===== src/rtl/small_lpf2nd_mc.sv =====
// rtl/small_lpf2nd_mc.sv - multi-channel time-multiplexed second-order leaky-integrator low-pass filter
//
// Two cascaded shift-coefficient leaky integrators with per-channel state.
// Stage S1 captures the sample and reads its channel state; stage S2 computes
// the update, writes the state back and registers the output. The result is
// two-cycle latency at one sample per clock.
//
// Ports:
//   clk       in   system clock, rising edge
//   rst_n     in   synchronous active-low reset
//   clr       in   synchronous clear of all channel state
//   bypass    in   pass accepted sample through unfiltered, state untouched
//   k0Shift   in   first-stage shift, saturated to MAX_SHIFT
//   k1Shift   in   second-stage shift, saturated to MAX_SHIFT
//   inValid   in   sample strobe (no back-pressure)
//   inChan    in   channel of input sample; >= NUM_CH is dropped
//   dataIn    in   signed input sample
//   outValid  out  one-cycle output strobe
//   outChan   out  channel of output sample
//   dataOut   out  signed filtered sample
module small_lpf2nd_mc #(
    parameter int NUM_CH    = 4,
    parameter int WIDTH     = 16,
    parameter int MAX_SHIFT = 8,
    localparam int CW       = (NUM_CH > 1) ? $clog2(NUM_CH) : 1,
    localparam int SW       = $clog2(MAX_SHIFT + 1),
    localparam int ACC_W    = WIDTH + MAX_SHIFT
) (
    input  logic                    clk,
    input  logic                    rst_n,
    input  logic                    clr,
    input  logic                    bypass,
    input  logic [SW-1:0]           k0Shift,
    input  logic [SW-1:0]           k1Shift,
    input  logic                    inValid,
    input  logic [CW-1:0]           inChan,
    input  logic signed [WIDTH-1:0] dataIn,
    output logic                    outValid,
    output logic [CW-1:0]           outChan,
    output logic signed [WIDTH-1:0] dataOut
);

    localparam logic [CW:0]   CH_LIM = (CW + 1)'(NUM_CH);
    localparam logic [SW-1:0] K_MAX  = SW'(MAX_SHIFT);

    logic signed [ACC_W-1:0] a0_mem [NUM_CH];
    logic signed [ACC_W-1:0] a1_mem [NUM_CH];

    // S1 registers
    logic                    s1_valid;
    logic [CW-1:0]           s1_chan;
    logic signed [WIDTH-1:0] s1_x;
    logic [SW-1:0]           s1_k0;
    logic [SW-1:0]           s1_k1;
    logic                    s1_byp;
    logic signed [ACC_W-1:0] s1_a0;
    logic signed [ACC_W-1:0] s1_a1;

    // S2 combinational update
    logic signed [ACC_W-1:0] x_ext;
    logic signed [ACC_W-1:0] y0;
    logic signed [ACC_W-1:0] y1;
    logic signed [ACC_W-1:0] a0_nxt;
    logic signed [ACC_W-1:0] a1_nxt;
    logic signed [WIDTH-1:0] y_out;

    logic          accept;
    logic          wb_en;
    logic          fwd;
    logic [SW-1:0] k0_sat;
    logic [SW-1:0] k1_sat;

    assign accept = inValid && ({1'b0, inChan} < CH_LIM);
    assign k0_sat = (k0Shift > K_MAX) ? K_MAX : k0Shift;
    assign k1_sat = (k1Shift > K_MAX) ? K_MAX : k1Shift;

    // Bypassed samples never write state, so they must not be forwarded either.
    assign wb_en = s1_valid && !s1_byp;
    assign fwd   = accept && wb_en && (s1_chan == inChan);

    always_comb begin
        x_ext  = {{MAX_SHIFT{s1_x[WIDTH-1]}}, s1_x};
        y0     = s1_a0 >>> s1_k0;
        y1     = s1_a1 >>> s1_k1;
        a0_nxt = s1_a0 + x_ext - y0;
        a1_nxt = s1_a1 + y0 - y1;
        y_out  = WIDTH'(a1_nxt >>> s1_k1);
    end

    // Channel state: clr wins over the write-back of the sample leaving S1.
    always_ff @(posedge clk) begin
        if (!rst_n || clr) begin
            for (int i = 0; i < NUM_CH; i++) begin
                a0_mem[i] <= '0;
                a1_mem[i] <= '0;
            end
        end else if (wb_en) begin
            a0_mem[s1_chan] <= a0_nxt;
            a1_mem[s1_chan] <= a1_nxt;
        end
    end

    always_ff @(posedge clk) begin
        if (!rst_n) begin
            s1_valid <= 1'b0;
            s1_chan  <= '0;
            s1_x     <= '0;
            s1_k0    <= '0;
            s1_k1    <= '0;
            s1_byp   <= 1'b0;
            s1_a0    <= '0;
            s1_a1    <= '0;
            outValid <= 1'b0;
            outChan  <= '0;
            dataOut  <= '0;
        end else begin
            s1_valid <= accept;
            if (accept) begin
                s1_chan <= inChan;
                s1_x    <= dataIn;
                s1_k0   <= k0_sat;
                s1_k1   <= k1_sat;
                s1_byp  <= bypass;
                // The array is being written this same edge, so a same-channel
                // read takes the value being written instead of the stale entry.
                if (clr) begin
                    s1_a0 <= '0;
                    s1_a1 <= '0;
                end else if (fwd) begin
                    s1_a0 <= a0_nxt;
                    s1_a1 <= a1_nxt;
                end else begin
                    s1_a0 <= a0_mem[inChan];
                    s1_a1 <= a1_mem[inChan];
                end
            end
            outValid <= s1_valid;
            if (s1_valid) begin
                outChan <= s1_chan;
                dataOut <= s1_byp ? s1_x : y_out;
            end
        end
    end

endmodule


===== config.mk =====
export PLATFORM = sky130hd
export DESIGN_NAME = small_lpf2nd_mc
export DESIGN_NICKNAME = d
export VERILOG_FILES = /design/src/rtl/small_lpf2nd_mc.sv
export SDC_FILE = /design/constraint.sdc
export NUM_CORES = 1
export LEC_CHECK = 0
export CAP_MARGIN = 20
export CORE_AREA = 4 4 186 188
export DETAILED_ROUTE_END_ITERATION = 10
export DIE_AREA = 0 0 190 192
export PLACE_DENSITY = 0.76
export SYNTH_ARGS = -nofsm -noshare
export SYNTH_HDL_FRONTEND = slang
export SYNTH_SLANG_ARGS = --single-unit

===== constraint.sdc =====
create_clock -name clk -period 7.24 [get_ports clk]
set_input_delay 0.724 -clock clk [delete_from_list [all_inputs] [get_ports clk]]
set_output_delay 0.724 -clock clk [all_outputs]
set_load 0.1 [all_outputs]

==> impl_metrics.env <==
export IMPL_worst_ir_drop_on_vdd_mv=0.259
export IMPL_cp_end_kind="flip-flop"
export IMPL_first_pass_grt_wire_length_um=88700
export IMPL_place_congestion=0.997
export IMPL_final_antenna_net_count=0
export IMPL_max_cap_violations=0
export IMPL_power_per_cell_area_nw_per_um2=279
export IMPL_cts_made_buffers=30
export IMPL_tns_ns=0
export IMPL_reg2reg_setup_slack_ns=0.99
export IMPL_maxClockFrequency_mhz=160
export IMPL_synth_edf_count=192
export IMPL_yosysMostFrequentCell="nor2_1"
export IMPL_cp_data_arrival_time_ns=6.67
export IMPL_clock_transition_at_the_registers_of_the_reported_paths_ns=0.07
export IMPL_synth_yosys_warnings=0
export IMPL_ioPinCount=50
export IMPL_worstPathMaxFanout=26
export IMPL_synth_top_cells_by_area="edfxtp_1 (30%), dfxtp_1 (9.9%), mux4_2 (8.3%)"
export IMPL_worst_slew_pin_transition_ns=1.09
export IMPL_htree_num_levels=1
export IMPL_report_final_slew_viol_count=0
export IMPL_ctsHoldBuffers=0
export IMPL_cts_post_setup_buffers_inserted=0
export IMPL_grt_pass1_vias=15247
export IMPL_fillerInstances=2715
export IMPL_synth_distinct_cells=83
export IMPL_cts_root_to_sink_buffers=3
export IMPL_floorplan_core_area_um2=33100
export IMPL_synth_top_area_share_pct=30.1
export IMPL_die_y_um=192
export IMPL_setup_repair_after_global_routing_missed_its_margin="no"
export IMPL_cp_required_ns=7.66
export IMPL_mappedNetlistNets=2162
export IMPL_antenna_found_initial=0
export IMPL_power_static_leakage_nw=8.70
export IMPL_detailed_place_hpwl_um=40800
export IMPL_vias=15696
export IMPL_ys_seq_elements=287
export IMPL_routed_wire_length_per_instance_um=23.0
export IMPL_syn_cell_area_um2=19200
export IMPL_status="complete, no violations"
export IMPL_diodes=0
export IMPL_ys_seq_area_share_pct=40.0
export IMPL_timing_final_crit_share_pct=86.3
export IMPL_clock_sinks=287
export IMPL_clkLatencyLatePin_ns=0.59
export IMPL_initial_cell_density_of_the_core_pct=57.9
export IMPL_timing_worst_setup_path_type="reg2reg"
export IMPL_synthCells=2037
export IMPL_via_per_inst=6.30
export IMPL_synth_ff_type="edfxtp_1"
export IMPL_dr_first_iter_drc_count=1864
export IMPL_portBuffers=49
export IMPL_grt_start_max_net_pins=95
export IMPL_finalCriticalPeriod_ns=6.25
export IMPL_cts_tree="yes"
export IMPL_synth_area_leader="edfxtp_1"
export IMPL_global_router_s_overall_resource_usage_pct=31.2
export IMPL_final_setup_skew_ns=0.0205
export IMPL_report_final_hold_viol_count=0
export IMPL_synth_common_cells="nor2_1 (348), inv_1 (193), edfxtp_1 (192)"
export IMPL_design_final_nets=2146
export IMPL_max_slew_margin_rel_pct=27.3
export IMPL_holdCritPathClass="reg2reg"
export IMPL_fp_dieW_um=190
export IMPL_drive_gt1_share_pct=10.7
export IMPL_cts_root_buffer="clkbuf_16"
export IMPL_multi_input_comb_area_um2=10200
export IMPL_layout_area_seq_um2=7670
export IMPL_timing_final_setup_violations=0
export IMPL_synthArstFlopShare_pct=0
export IMPL_detail_route_first_pass_iterations=6
export IMPL_detailedPlace_worstSlack_ns=0.823
export IMPL_drc=0
export IMPL_wirelength_um=57400
export IMPL_setup_slack_ns=0.993
export IMPL_floorplan_die_area_um2=36500
export IMPL_flow_area_growth_from_synthesis_pct=9.63
export IMPL_num_rows=67
export IMPL_ctsResizeCount=0
export IMPL_globalRoute_totalOverflow=0
export IMPL_post_synth_cell_area_avg_um2=9.41
export IMPL_setup_worst_path_start_class="flip-flop"
-- power breakdown --
| part | switching [mW] | internal, mW | leakage [nW] | total, mW |
|---|---|---|---|---|
| clock | 0.660 | 0.921 | 0.490 | 1.58 |
| combinational | 1.57 | 0.813 | 5.29 | 2.38 |
| sequential | 0.0525 | 1.85 | 2.92 | 1.90 |
| total | 2.28 | 3.58 | 8.70 | 5.86 |
-- routing by layer --
layer | share of wire (%) | vias to the layer above | GRT usage (%)
met3 | 9.3 | 121 | 5.49
met4 | 3.0 | 0 | 8.88
li1 | - | 7130 | -
met1 | 43 | 7626 | 45.4
met5 | 0 | - | 0
met2 | 45 | 819 | 48.6
-- state kept, by name (all words and copies together) (netlist names) --
name and count:
a0_mem 96, dataOut 16, s1_valid 1, outValid 1, s1_k1 4, s1_byp 1, s1_chan 2, s1_a1 24
s1_k0 4, s1_x 16, s1_a0 24, a1_mem 96, outChan 2
-- cell families after synthesis --
group | Yosys count | synth area share [%]
adder cells (fa/ha/maj) | 94 | 7.93
AND/OR/NAND/NOR | 671 | 14.9
AO/OA/AOI/OAI | 454 | 15.6
multiplexers | 154 | 12.8
XOR/XNOR | 42 | 1.96
buffers and inverters | 335 | 6.77
flip-flops | 287 | 40.0
-- worst paths after layout --
check | startpoint | end | depth (start not counted)
worst max-delay path | s1_k1[0]$_SDFFE_PN0P_ | dataOut[3]$_SDFFE_PN0P_ | 20
worst min-delay path | s1_x[4]$_SDFFE_PN0P_ | s1_x[4]$_SDFFE_PN0P_ | 2
worst max register to register | s1_k1[0]$_SDFFE_PN0P_ | dataOut[3]$_SDFFE_PN0P_ | 20
worst min register to register | s1_x[4]$_SDFFE_PN0P_ | s1_x[4]$_SDFFE_PN0P_ | 2
-- cell usage in the layout, fill, tap and decap left out, drive strengths merged, types with 6 or more instances in the layout --
| cell type | instances |
|---|---|
| nor2 | 348 |
| inv | 197 |
| edfxtp | 192 |
| nand2 | 179 |
| a21oi | 113 |
| o21ai | 108 |
| dfxtp | 95 |
| mux4 | 71 |
| mux2i | 63 |
| ha | 48 |
| fa | 46 |
| clkdlybuf4s50 | 46 |
| buf | 42 |
| clkbuf | 37 |
| and2 | 32 |
| o22ai | 32 |
| xnor2 | 23 |
| o21a | 21 |
| mux2 | 20 |
| o211ai | 20 |
| nand3 | 19 |
| xor2 | 19 |
| a21o | 19 |
| a31oi | 18 |
| nor3 | 17 |
| clkinv | 15 |
| a211oi | 14 |
| nand2b | 13 |
| and3 | 13 |
| a22oi | 10 |
| or3 | 10 |
| o211a | 9 |
| nand4 | 9 |
| o31ai | 9 |
| or2 | 8 |
| a211o | 8 |
| a22o | 8 |
| nor2b | 8 |
| o311ai | 6 |
| a2bb2oi | 6 |
-- per-stage QoR --
step                power (mW)  hold WS (ns)  cells  instance area [µm²]  util (%)
floorplan                 3.52         0.458   2037                19200         -
global placement          4.22         0.476   2434                20000      60.3
detailed placement        4.23         0.489   2434                20000      60.3
CTS                       5.81         0.509   2490                21000      63.3
global route              6.13         0.546   2493                21000      63.5
finish                    5.86         0.509   2493                21000      63.5
-- final cells by class --
cell class	instances	share of cell area [%]
clock inverter	19	1.09
tap	448	2.67
clock buffer	37	3.74
timing repair buffer	88	3.78
inverter	199	3.55
multi-input combinational	1415	48.7
sequential	287	36.5
-- critical path: stages, from the launching register on --
cell and delay [ns]:
dfxtp_2 0.77, inv_2 0.21, buf_4 0.31, nor2_1 0.15, a21oi_1 0.07, nand2_1 0.09
o21ai_0 0.11, nor2_1 0.18, a31oi_1 0.10, fa_1 0.55, inv_1 0.04, ha_1 0.41
and3_1 0.34, a311oi_1 0.33, a21oi_1 0.15, a21oi_1 0.22, xor2_1 0.86, a2bb2oi_1 0.23
o21ai_0 0.13, o311ai_0 0.61, a41oi_1 0.20
No activity file was read; power rests on OpenSTA's default activity.
